===== config.mk =====
export PLATFORM = sky130hd
export DESIGN_NAME = load_store_unit
export DESIGN_NICKNAME = d
export VERILOG_FILES = /design/src/rtl/load_store_unit.sv
export SDC_FILE = /design/constraint.sdc
export NUM_CORES = 1
export LEC_CHECK = 0
export ABC_AREA = 1
export CAP_MARGIN = 20
export CORE_AREA = 5 5 87 89
export CTS_BUF_LIST = sky130_fd_sc_hd__clkbuf_8
export DETAILED_ROUTE_END_ITERATION = 16
export DIE_AREA = 0 0 92 94
export PLACE_DENSITY = 0.79
export REMOVE_ABC_BUFFERS = 1
export SLEW_MARGIN = 10
export SYNTH_ARGS = -nofsm -noshare
export SYNTH_HDL_FRONTEND = slang
export SYNTH_SLANG_ARGS = --single-unit

===== constraint.sdc =====
create_clock -name clk -period 1.8 [get_ports clk]
set_input_delay 0.36 -clock clk [delete_from_list [all_inputs] [get_ports clk]]
set_output_delay 0.36 -clock clk [all_outputs]
set_load 0.01 [all_outputs]

===== src/rtl/load_store_unit.sv =====
// Load/store unit: a four-state Moore FSM that moves words between a small private data
// memory and an external register bank (LOAD, STORE, MOVE, INCDP).
module load_store_unit #(
    parameter int DATA_WIDTH = 4
) (
    input  logic                  clk,
    input  logic                  reset,
    input  logic                  start,
    input  logic [1:0]            op,
    input  logic [2:0]            rd,
    input  logic [2:0]            rs,
    input  logic [DATA_WIDTH-1:0] dptr,
    input  logic [DATA_WIDTH-1:0] a_in,
    input  logic [DATA_WIDTH-1:0] busb,
    output logic [2:0]            r_addr,
    output logic                  wr_en,
    output logic [2:0]            w_addr,
    output logic [DATA_WIDTH-1:0] w_data,
    output logic                  busy,
    output logic                  done
);

    localparam int DEPTH = 2 ** DATA_WIDTH;
    localparam logic [2:0] DptrReg = 3'b010;

    typedef enum logic [1:0] {
        StIdle = 2'b00,
        StExec = 2'b01,
        StWb   = 2'b10,
        StDone = 2'b11
    } state_t;

    typedef enum logic [1:0] {
        OpLoad  = 2'b00,
        OpStore = 2'b01,
        OpMove  = 2'b10,
        OpIncdp = 2'b11
    } op_t;

    state_t                r_state;
    state_t                w_state_next;
    op_t                   r_op;
    logic [2:0]            r_rd;
    logic [2:0]            r_rs;
    logic [DATA_WIDTH-1:0] r_data;
    logic [2:0]            r_w_addr;
    logic [DATA_WIDTH-1:0] r_w_data;
    logic [DATA_WIDTH-1:0] r_mem [DEPTH];

    logic                  w_accept;
    logic                  w_exec_wb;
    logic                  w_mem_we;
    logic [DATA_WIDTH-1:0] w_exec_data;
    logic [2:0]            w_wb_addr;

    always_comb begin
        w_state_next = r_state;
        unique case (r_state)
            StIdle:  if (start) w_state_next = StExec;
            StExec:  w_state_next = (r_op == OpStore) ? StDone : StWb;
            StWb:    w_state_next = StDone;
            StDone:  w_state_next = StIdle;
            default: w_state_next = StIdle;
        endcase
    end

    // dptr is used as seen at the EXEC closing edge, not as latched at start.
    always_comb begin
        w_exec_data = r_data;
        unique case (r_op)
            OpLoad:  w_exec_data = r_mem[dptr];
            OpMove:  w_exec_data = busb;
            OpIncdp: w_exec_data = dptr + 1'b1;
            default: w_exec_data = r_data;
        endcase
    end

    assign w_accept  = (r_state == StIdle) && start;
    assign w_exec_wb = (r_state == StExec) && (r_op != OpStore);
    assign w_wb_addr = (r_op == OpIncdp) ? DptrReg : r_rd;
    // Reset is also gated here so an EXEC edge coinciding with reset never writes.
    assign w_mem_we  = (r_state == StExec) && (r_op == OpStore) && !reset;

    always_ff @(posedge clk or posedge reset) begin
        if (reset) begin
            r_state  <= StIdle;
            r_op     <= OpLoad;
            r_rd     <= '0;
            r_rs     <= '0;
            r_data   <= '0;
            r_w_addr <= '0;
            r_w_data <= '0;
        end else begin
            r_state <= w_state_next;
            if (w_accept) begin
                r_op <= op_t'(op);
                r_rd <= rd;
                r_rs <= rs;
            end
            // Write-port registers only change on entry to WB, so they hold elsewhere.
            if (w_exec_wb) begin
                r_data   <= w_exec_data;
                r_w_addr <= w_wb_addr;
                r_w_data <= w_exec_data;
            end
        end
    end

    // Data memory is deliberately not reset.
    always_ff @(posedge clk) begin
        if (w_mem_we) begin
            r_mem[dptr] <= a_in;
        end
    end

    assign r_addr = r_rs;
    assign w_addr = r_w_addr;
    assign w_data = r_w_data;
    assign wr_en  = (r_state == StWb);
    assign done   = (r_state == StDone);
    assign busy   = (r_state != StIdle);

endmodule


**Word level (Yosys, flattened, before mapping)**

Memories as Yosys holds them, arrays and structs flattened.
Index checks and enable logic that the tools add are counted.

- Equal/unequal tests: 8
- Reductions and logical operators: 10
- Multiplexer cells: 7
- Add/subtract/negate cells: 1

Operator list:

| kind | number |
|---|---|
| 4-bit one-hot mux with 3 select lines | 1 |
| 2-bit equality test (second input constant) | 4 |
| 2-bit one-hot mux with 4 select lines | 1 |
| 4-bit by 1-bit adder with 4-bit output (second input constant) | 1 |
| 2-bit by 1-bit equality test with 1-bit output (second input constant) | 2 |
| 1-bit logical AND | 4 |
| 2-bit logical NOT | 2 |
| 1-bit two-way mux | 3 |
| 3-bit two-way mux | 1 |
| 3-bit nonzero test | 1 |
| 2-bit two-way mux | 1 |
| 2-bit by 1-bit != test with 1-bit output (second input constant) | 1 |
| 2-bit != test (second input constant) | 1 |
| 2-bit AND reduction | 1 |
| 2-bit nonzero test | 1 |
| 1-bit logical NOT | 1 |

- Memories: 1
- Register bits: 17
- Word-level logic and storage cells: 33
- Input bits: 23
- RAM bits: 64

Memory list:

| name | depth | width | rd ports | clocked after Yosys merged registers in | wr ports | line | text |
|---|---|---|---|---|---|---|---|
| r_mem | 16 | 4 | 1 | 0 | 1 | 48 | `logic [DATA_WIDTH-1:0] r_mem [DEPTH];` |

**Logic depth before layout (Yosys ltp)**

- Depth in word-level cells: 5
- Mapped depth: 10
- Gate-level depth less buffers: 9

**Worst setup path after synthesis**

OpenSTA, ideal clock, no wires.

- Kind: reg-to-reg
- From: reg r_state[1]
- To: mem r_mem[4][0] (enable)
- Arrival time: 1222 ps
- Path buffers: 0
- Required time: 1471 ps
- Setup slack: 249 ps
- Stages on the path, launching flop included: 7
- Cell sequence: dfrtp_1 inv_1 ha_1 nand3_1 nor2_1 nand2_1 nor2_1

- Word-level cells in the longest chain between the ends: 5

Ends and longest elaborated chain:

| element | line | text |
|---|---|---|
| start: declaration | 40 | `state_t r_state;` |
| start signal: assignment | 86 | `r_state <= StIdle;` |
| start signal: assignment | 94 | `r_state <= w_state_next;` |
| 2-bit by 1-bit equality test with 1-bit output | 82 | `assign w_mem_we = (r_state == StExec) && (r_op == OpStore) && !reset;` |
| 1-bit logical AND (2 in a row) | 82 |  |
| 1-bit two-way mux | 111 | `if (w_mem_we) begin` |
| 1-bit two-way mux (implied by the code) | 112 | `r_mem[dptr] <= a_in;` |
| end: declaration | 48 |  |

Every way passes these cells.

**Final worst setup path**

- From: reg r_state[1]
- To: mem r_mem[14][2] (enable)

Same word-level chain as after synthesis.

==> impl_metrics.tcl <==
set metrics [dict create \
    path_cells "inv_1 -> ha_1 -> nand3_1 -> nor2_1 -> buf_4 -> nand2_1 -> nor2_1 -> buf_4" \
    fmax_mhz 577 \
    clkTransAtPathRegs_ps 80 \
    firstDrtPassIters 4 \
    cts_tree "yes" \
    final.setup_skew_ps 9.33 \
    fin_crit_ps 1730 \
    path_max_fanout 4 \
    status "finished, final reports clean" \
    critPathArrivalTime_ps 1810 \
    via_count 2781 \
    drc 0 \
    multi_input_area_mm2 0.00106 \
    fin_hold_ws_ps 313 \
    synth.yosys.seq_area_share_pct 62.0 \
    clk_root_buffer_cell "clkbuf_8" \
    syn_avg_cell_area_um2 9.69 \
    synthDistinctLibCells 22 \
    cpMaxStageDelayCell "dfrtp_1" \
    numCtsBuffers 9 \
    fp.dieW_um 92 \
    cts_sinks 81 \
    fin_crit_sh_pct 96.3 \
    routed_wirelength_um 7940 \
    synthesis.instances 391 \
    hold_buffers 0 \
    via_per_inst 5.03 \
    route.detailed.wl_per_inst_um 14.4 \
    pre_cts_ws_ps -206 \
    drive_gt1_share_pct 16.1 \
    hp-class "input pin to async pin" \
    overflow 0 \
    worstSetupPathType "flop to flop" \
    ys.warnings.count 0 \
    dpl.hpwl_um 5590 \
    detail-route-antenna-nets 0 \
    total_power_w 0.00493 \
    nets 499 \
    nFillCells 489 \
    final-hold-violation-count 0 \
    worst_slack_ps 66.2 \
    pin_count 36 \
    worstPathRequired_ps 1870 \
    initial_core_util_pct 56.7 \
    clk_latency_ps 350 \
    relSlewSlack_pct 72.6 \
    routabilityCongestion 0.887 \
    grt_pass1_wl_um 13100 \
    row_count 30 \
    start_kind "flop" \
    irDropWorstVdd_uv 568 \
    synthToLayoutAreaGrowth_pct 22.9 \
    tightestPinTransition_ps 411 \
    fp.coreArea_mm2 0.00668 \
    cp_top_family "simple AND/OR/NAND/NOR gates" \
    diodes 0 \
    critPathBufInv 3 \
    grt_max_degree 17 \
    grt.total_usage_pct 19.9 \
    drt-initial-drc-count 133 \
    dieArea_mm2 0.00865 \
    cts_setup_buffers 0 \
    fp.dieH_um 94 \
    cts_buffer_depth 2 \
    p_leak_nw 2.19 \
    setup-violations-final 0 \
    power_density_mw_per_mm2 1060 \
    ys_seq_elements 81 \
    cts_max_level 3 \
    rsz0062_at_grt "true" \
    grt_pass1_vias 2797 \
    crit_path_end_kind "flop" \
    critPathMaxStageDelay_ps 380 \
    io_buffers 35 \
    drv_slew 0 \
    syn_area_mm2 0.00379 \
    drv_cap 0 \
    seq_area_mm2 0.00235 \
    antenna_found_initial 0 \
]
[registers in the layout, summed over array words and instances, names as in the netlist]
register and flops:
r_addr 3, r_state 2, r_rd 3, r_op 2, w_data 4, w_addr 3
r_mem 64
[repair_timing]
item,in CTS,in global routing
pin swaps,0,0
resized for setup,4,5
endpoints found under the setup margin,3,22
hold endpoints to repair,0,0
[layout make-up]
type	instances	share of cell area, %
timing repair buffer	77	14.1
multi-input combinational	223	22.8
tap	80	2.15
sequential	81	50.4
clock inverter	5	1.02
inverter	76	6.23
clock buffer	11	3.25
[per-layer routing]
layer	wire, um	global-route usage (%)	part of all wire [%]
met1	3350	24.2	42
met2	3940	33.3	50
met3	516	5.45	6.5
met4	129	8.79	1.6
met5	0	0	0
[cell families after synthesis]
family                   count (synthesis)  synth area share (%)
buffers and inverters                   87                  10.3
AO/OA/AOI/OAI                           23                  3.93
flip-flops                              81                  62.0
multiplexers                             5                  1.49
adder cells (fa/ha/maj)                  8                  2.64
AND/OR/NAND/NOR                        187                  19.7
[cells in the final DEF, fill, tap and decap left out, types with 5 or more instances in the layout]
master | Yosys | final
nand2_1 | 123 | 123
clkbuf_8 | 0 | 11
clkdlybuf4s50_1 | 0 | 32
dfrtp_1 | 17 | 17
nor2_1 | 33 | 30
o21ai_1 | 5 | 5
a21oi_1 | 9 | 9
mux2_2 | 5 | 5
inv_1 | 70 | 72
nand3_1 | 29 | 29
buf_4 | 5 | 42
ha_1 | 8 | 7
edfxtp_1 | 64 | 64
[power breakdown]
group | internal [W] | switching, W
clock | 0.000702 | 0.000597
combinational | 0.000638 | 0.000667
sequential | 0.00222 | 0.000109
[worst paths after layout]
path | start | to | slack, ps | cells past startpoint
setup / recovery | r_state[1] | r_mem[14][2] | 70 | 8
hold / removal | reset | r_addr[2] | 310 | 2
setup reg to reg | r_state[1] | r_mem[14][2] | 70 | 8
hold reg to reg | w_addr[0] | w_addr[0] | 520 | 1
max in group asynchronous | reset | w_addr[2] | 1050 | 3
min in group clk | w_addr[0] | w_addr[0] | 520 | 1
[per-stage QoR]
step / utilization, % / std cells / setup TNS (ps) / cell area (um^2)
floorplan: - / 380 / 0 / 3690
global placement: 66.7 / 537 / -3840 / 4460
detailed placement: 66.7 / 537 / -4740 / 4460
CTS: 69.6 / 553 / 0 / 4650
global route: 69.7 / 553 / -298 / 4660
finish: 69.7 / 553 / 0 / 4660
[worst register-to-register path, stage by stage (launching register included)]
cell	delay, ps
dfrtp_1	380
inv_1	70
ha_1	170
nand3_1	100
nor2_1	120
buf_4	150
nand2_1	160
nor2_1	160
buf_4	150
[synth_stat cells]
cell type,number,share of area [%]
nand2_1,123,12
inv_1,70,6.9
edfxtp_1,64,51
nor2_1,33,3.3
nand3_1,29,3.8
dfrtp_1,17,11
a21oi_1,9,1.2
ha_1,8,2.6
buf_4,5,0.99
buf_6,5,1.5
mux2_2,5,1.5
o21ai_1,5,0.66
inv_2,4,0.40
a221oi_1,3,0.69
a22o_1,2,0.46
inv_4,2,0.33
o21ai_0,2,0.26
a21oi_2,1,0.23
a21oi_4,1,0.43
buf_2,1,0.13
nand3_2,1,0.26
or2_2,1,0.17
(Power assumes the default switching activity.)
